### src/rtl/dp_mem_port.sv
// Memory-side consumer of the dynamic pointer: one req/ack access per command, with an optional post-increment.
// Define DP_AUTOINC_EN to enable the inc_dp pulse; otherwise inc_dp is tied low and cmd_inc is ignored.
module dp_mem_port #(
  parameter int DATA_W  = 16,
  parameter int ADDR_W  = 16,
  parameter int TIMEOUT = 255,
  parameter int TO_W    = 8
) (
  input  logic              clk,
  input  logic              reset,
  input  logic              cmd_valid,
  output logic              cmd_ready,
  input  logic              cmd_write,
  input  logic              cmd_inc,
  input  logic [DATA_W-1:0] cmd_wdata,
  input  logic [ADDR_W-1:0] dp_addr,
  output logic              inc_dp,
  output logic              mem_req,
  output logic              mem_we,
  output logic [ADDR_W-1:0] mem_addr,
  output logic [DATA_W-1:0] mem_wdata,
  input  logic              mem_ack,
  input  logic [DATA_W-1:0] mem_rdata,
  output logic              rsp_valid,
  output logic [DATA_W-1:0] rsp_data,
  output logic              rsp_err
);

  typedef enum logic [1:0] {IDLE, REQ, RESP} state_t;

  localparam logic [TO_W-1:0] TO_LAST = TO_W'(TIMEOUT - 1);

  state_t            state_reg;
  logic [TO_W-1:0]   to_cnt_reg;
  logic              inc_pend_reg;
  logic              mem_req_reg;
  logic              mem_we_reg;
  logic [ADDR_W-1:0] mem_addr_reg;
  logic [DATA_W-1:0] mem_wdata_reg;
  logic              rsp_valid_reg;
  logic [DATA_W-1:0] rsp_data_reg;
  logic              rsp_err_reg;
  logic              inc_dp_reg;
  logic              expire;

  // Expiry fires in the last allowed REQ cycle, so mem_req is high exactly TIMEOUT cycles.
  assign expire = (TIMEOUT != 0) && (to_cnt_reg == TO_LAST);

  always_ff @(posedge clk) begin
    if (reset) begin
      state_reg     <= IDLE;
      to_cnt_reg    <= '0;
      inc_pend_reg  <= 1'b0;
      mem_req_reg   <= 1'b0;
      mem_we_reg    <= 1'b0;
      mem_addr_reg  <= '0;
      mem_wdata_reg <= '0;
      rsp_valid_reg <= 1'b0;
      rsp_data_reg  <= '0;
      rsp_err_reg   <= 1'b0;
      inc_dp_reg    <= 1'b0;
    end else begin
      rsp_valid_reg <= 1'b0;
      inc_dp_reg    <= 1'b0;
      case (state_reg)
        IDLE: begin
          if (cmd_valid) begin
            mem_addr_reg  <= dp_addr;
            mem_we_reg    <= cmd_write;
            mem_wdata_reg <= cmd_wdata;
`ifdef DP_AUTOINC_EN
            inc_pend_reg  <= cmd_inc;
`else
            inc_pend_reg  <= 1'b0;
`endif
            mem_req_reg   <= 1'b1;
            to_cnt_reg    <= '0;
            state_reg     <= REQ;
          end
        end
        REQ: begin
          // Ack is checked first so a same-cycle ack beats the timeout.
          if (mem_ack) begin
            rsp_data_reg  <= mem_we_reg ? '0 : mem_rdata;
            rsp_err_reg   <= 1'b0;
            inc_dp_reg    <= inc_pend_reg;
            rsp_valid_reg <= 1'b1;
            mem_req_reg   <= 1'b0;
            mem_we_reg    <= 1'b0;
            state_reg     <= RESP;
          end else if (expire) begin
            rsp_data_reg  <= '0;
            rsp_err_reg   <= 1'b1;
            inc_dp_reg    <= 1'b0;
            rsp_valid_reg <= 1'b1;
            mem_req_reg   <= 1'b0;
            mem_we_reg    <= 1'b0;
            state_reg     <= RESP;
          end else begin
            to_cnt_reg    <= to_cnt_reg + 1'b1;
          end
        end
        RESP: begin
          state_reg <= IDLE;
        end
        default: begin
          state_reg <= IDLE;
        end
      endcase
    end
  end

  assign cmd_ready = (state_reg == IDLE);
  assign mem_req   = mem_req_reg;
  assign mem_we    = mem_we_reg;
  assign mem_addr  = mem_addr_reg;
  assign mem_wdata = mem_wdata_reg;
  assign rsp_valid = rsp_valid_reg;
  assign rsp_data  = rsp_data_reg;
  assign rsp_err   = rsp_err_reg;

`ifdef DP_AUTOINC_EN
  assign inc_dp = inc_dp_reg;
`else
  // Pulse logic is kept but never reaches the port; the sink keeps the unused inputs tidy.
  logic unused_inc;
  assign unused_inc = cmd_inc ^ inc_dp_reg ^ inc_pend_reg;
  assign inc_dp     = 1'b0;
`endif

endmodule

### config.mk
export PLATFORM = sky130hd
export DESIGN_NAME = dp_mem_port
export DESIGN_NICKNAME = d
export VERILOG_FILES = /design/src/rtl/dp_mem_port.sv
export SDC_FILE = /design/constraint.sdc
export NUM_CORES = 1
export LEC_CHECK = 0
export BUFFER_PORTS_ARGS = -buffer_cell sky130_fd_sc_hd__buf_2
export CORE_ASPECT_RATIO = 0.75
export CORE_MARGIN = 1.5
export CORE_UTILIZATION = 46
export CTS_BUF_LIST = sky130_fd_sc_hd__clkbuf_8 sky130_fd_sc_hd__clkbuf_16
export CTS_CLUSTER_DIAMETER = 80
export CTS_CLUSTER_SIZE = 28
export DETAILED_ROUTE_END_ITERATION = 16
export GPL_TIMING_DRIVEN = 0
export PLACE_DENSITY = 0.79
export SETUP_SLACK_MARGIN = 0.5
export SYNTH_ARGS = -nofsm -noshare
export SYNTH_HDL_FRONTEND = slang
export SYNTH_SLANG_ARGS = --single-unit
### constraint.sdc
create_clock -name clk -period 2.1 [get_ports clk]
set_clock_uncertainty 0.1 [all_clocks]
set_input_delay 0.525 -clock clk [delete_from_list [all_inputs] [get_ports clk]]
set_output_delay 0.525 -clock clk [all_outputs]
set_load 0.02 [all_outputs]
==> flow_summary.json <==
{
  "path_clk_slew_ps": 70,
  "syn_nets": 311,
  "path_max_fanout": 7,
  "p_sw_frac": 0.2810,
  "area_growth_pct": 40.12,
  "vias": 2238,
  "fmaxAchievable_mhz": 602.5,
  "ir_worst_vdd_v": 0.0004968,
  "drc": 2,
  "postSynthAreaPerCell_sq_um": 9.087,
  "synth-seq-area-share": 0.5356,
  "synth_warnings": 0,
  "cp-end-kind": "flip-flop",
  "final_nets": 432,
  "dpl.hpwl_um": 4124,
  "cts_tree": "yes",
  "synthMuxAreaShare": 0.009179,
  "io_pins": 108,
  "rr_worst_depth": 5,
  "rsz0062_at_grt": "true",
  "power_leakage_uw": 0.001508,
  "reg2reg_setup_slack_ps": 440,
  "power_frac_seq": 0.504,
  "die_h_um": 64.47,
  "htreeDepth": 3,
  "regArea_sq_mm": 0.001257,
  "grt_first_pass_wirelength_um": 9377,
  "synth_top_family_by_area": "simple AND/OR/NAND/NOR gates",
  "post-route-util": 0.6664,
  "worstSetupStartpointType": "flip-flop",
  "power_frac_comb": 0.157,
  "grt_max_degree": 11,
  "crit_type": "flip-flop to flip-flop",
  "worstMarginPinSlew_ps": 511.8,
  "finalCritPeriodShare": 0.7903,
  "final_cell_area_sq_mm": 0.003247,
  "multi_input_area_sq_mm": 0.001047,
  "clk_latency_ps": 350,
  "grt_pass1_vias": 2093,
  "netlist_instances": 255,
  "powerDensity_mw_per_mm2": 772.6,
  "start_util": 0.4756,
  "clock-root-buffer": "clkbuf_8",
  "clock_sinks": 62,
  "viasPerCell": 5.086,
  "first_iter_violations": 146,
  "synth_xor_area_frac": 0,
  "setup_tns_ps": 0,
  "clkPwrFrac": 0.340,
  "status": "finished, violations left",
  "hold_end": "rsp_data[2]",
  "antenna-diode-count": 0,
  "synth_seq_cells": 62,
  "reg2reg_from": "state_reg[0]",
  "synth.distinct_cells": 37,
  "row_count": 22,
  "synth_compound_area_frac": 0.1830,
  "relSlewSlack": 0.6588,
  "holdCritPathClass": "input pin to flip-flop",
  "numCtsBuffers": 9,
  "gp_congestion": 0.7612,
  "portBuffers": 104,
  "wl_per_cell_um": 13.87,
  "wl_um": 6104,
  "hp-start": "mem_rdata[2]",
  "cp.required_ps": 2260,
  "antenna_found_initial": 0,
  "p_switching_uw": 704.9,
  "dieArea_sq_mm": 0.005477,
  "intPower_uw": 1804,
  "finalSetupViolCount": 0,
  "clock_path_buffers": 2,
  "r2r-end": "to_cnt_reg[7]",
  "finalHoldViolCount": 0,
  "total_power_uw": 2508,
  "netlist_area_sq_mm": 0.002317,
  "ant_nets": 0,
  "holdPathStages": 2,
  "violations": "DRC",
  "core_area_sq_mm": 0.004872,
  "grt_util_all_layers": 0.2200,
  "place_ws_ps": 180.3,
  "fillers": 405,
  "dieWidth_um": 84.96,
  "synth-simple-area-share": 0.2154,
  "holdBufCountCts": 0,
  "arrival_ps": 1820,
  "max-cap-violations": 0,
  "grt_overflow_total": 0,
  "drv_slew": 0,
  "setup_ws_ps": 440.4,
  "postPlaceCellArea_sq_mm": 0.002914,
  "drive_gt1_frac": 0.4211,
  "min_period_ps": 1660,
  "firstDrtPassIters": 10,
  "synthAdderAreaFrac": 0.01080
}
[cells by family after synthesis]
family                     after synthesis
and+or+nand+nor                        104
AOI/OAI and AO/OA                       65
DFF                                     62
buffers and inverters                   19
muxes                                    2
adders and majority gates                2
other                                    1
[routing by layer]
| metal | vias up | wire length, um | global-route usage |
|---|---|---|---|
| met1 | 1030 | 2584 | 0.2631 |
| met2 | 79 | 3028 | 0.3631 |
| met4 | 0 | 110 | 0.08197 |
| met3 | 12 | 380 | 0.08153 |
| met5 | - | 0 | 0 |
| li1 | 1117 | - | - |
[per-stage QoR]
stage                     std cells  hold WS [ps]
after floorplan                 255         338.7
after global placement          419         338.3
after detailed placement        419         344.8
after CTS                       438         288.6
after global routing            440         290.9
final                           440         294.6
[power groups by stage]
stage          registers (uW)  logic [uW]  clock network (uW)
6_report                 1260         393                 852
5_1_grt                  1270         427                 934
4_1_cts                  1270         373                 867
3_5_place_dp             1290         357                   0
3_3_place_gp             1290         348                   0
2_1_floorplan            1360         147                   0
[critical path, cell delays in order, from the launching register on]
cell	delay (ps)
dfxtp_4	380
nor2b_2	160
buf_6	140
nand2b_4	90
or4_1	540
mux2i_1	170
[timing repair]
| item | CTS | global route |
|---|---|---|
| setup buffers | 4 | 2 |
| setup endpoints to repair | 57 | 52 |
| pin swaps | 4 | 1 |
| gates resized for setup | 15 | 33 |
[cells in the mapped netlist (all sizes together)]
cell type	n	share of area
mux2i	1	0.0043
nand3b	2	0.0065
and3	1	0.0027
nand4	1	0.0054
and2b	2	0.0076
a31oi	3	0.0081
nand2	66	0.11
mux2	1	0.0049
a2bb2oi	1	0.0038
o21ai	1	0.0022
a2111oi	1	0.0038
clkbuf	10	0.016
ha	2	0.011
nand3	12	0.026
a211oi	1	0.0032
nor2	9	0.015
or3b	1	0.0038
o2bb2ai	2	0.0076
dfxtp	62	0.54
or3	2	0.0054
or4	1	0.0032
nor3b	3	0.019
conb	1	0.0016
a21oi	37	0.082
o21bai	1	0.0049
buf	8	0.026
nand2b	2	0.0086
o31a	1	0.0038
inv	1	0.0016
a22o	17	0.064
nor3	1	0.0022
nor2b	1	0.0038
[worst max path at each step]
| stage | cells past startpoint | startpoint | end | slack (ps) |
|---|---|---|---|---|
| after floorplan | 5 | cmd_valid | mem_addr[0] | 470 |
| after global placement | 5 | mem_ack | rsp_data[10] | 250 |
| after detailed placement | 5 | cmd_valid | mem_addr[4] | 180 |
| after CTS | 5 | state_reg[0] | to_cnt_reg[7] | 490 |
| after global routing | 5 | state_reg[0] | to_cnt_reg[7] | 410 |
| final | 5 | state_reg[0] | to_cnt_reg[7] | 440 |
[placed cells by master (no fill, tap or decap), types with 2 or more instances in the layout]
master,instances
buf_2,103
nand2_1,66
dfxtp_1,55
a21oi_1,36
a22o_1,17
buf_4,11
nand3_1,11
nor2_1,9
clkbuf_8,9
buf_6,7
clkbuf_1,4
dfxtp_2,4
nor3b_4,3
clkbuf_2,3
a31oi_1,3
dfxtp_4,3
or3_1,2
o2bb2ai_1,2
nand3b_1,2
and2b_2,2
clkinvlp_4,2
inv_1,2
clkinv_2,2
[final cells by class]
type,instances,area share
Clock inverter,6,0.01002
Clock buffer,9,0.03815
Timing Repair Buffer,110,0.1750
Inverter,1,0.001156
Buffer,18,0.04277
Tap cell,60,0.02312
Multi-Input combinational cell,174,0.3225
Sequential cell,62,0.3873
(Power assumes the default switching activity.)
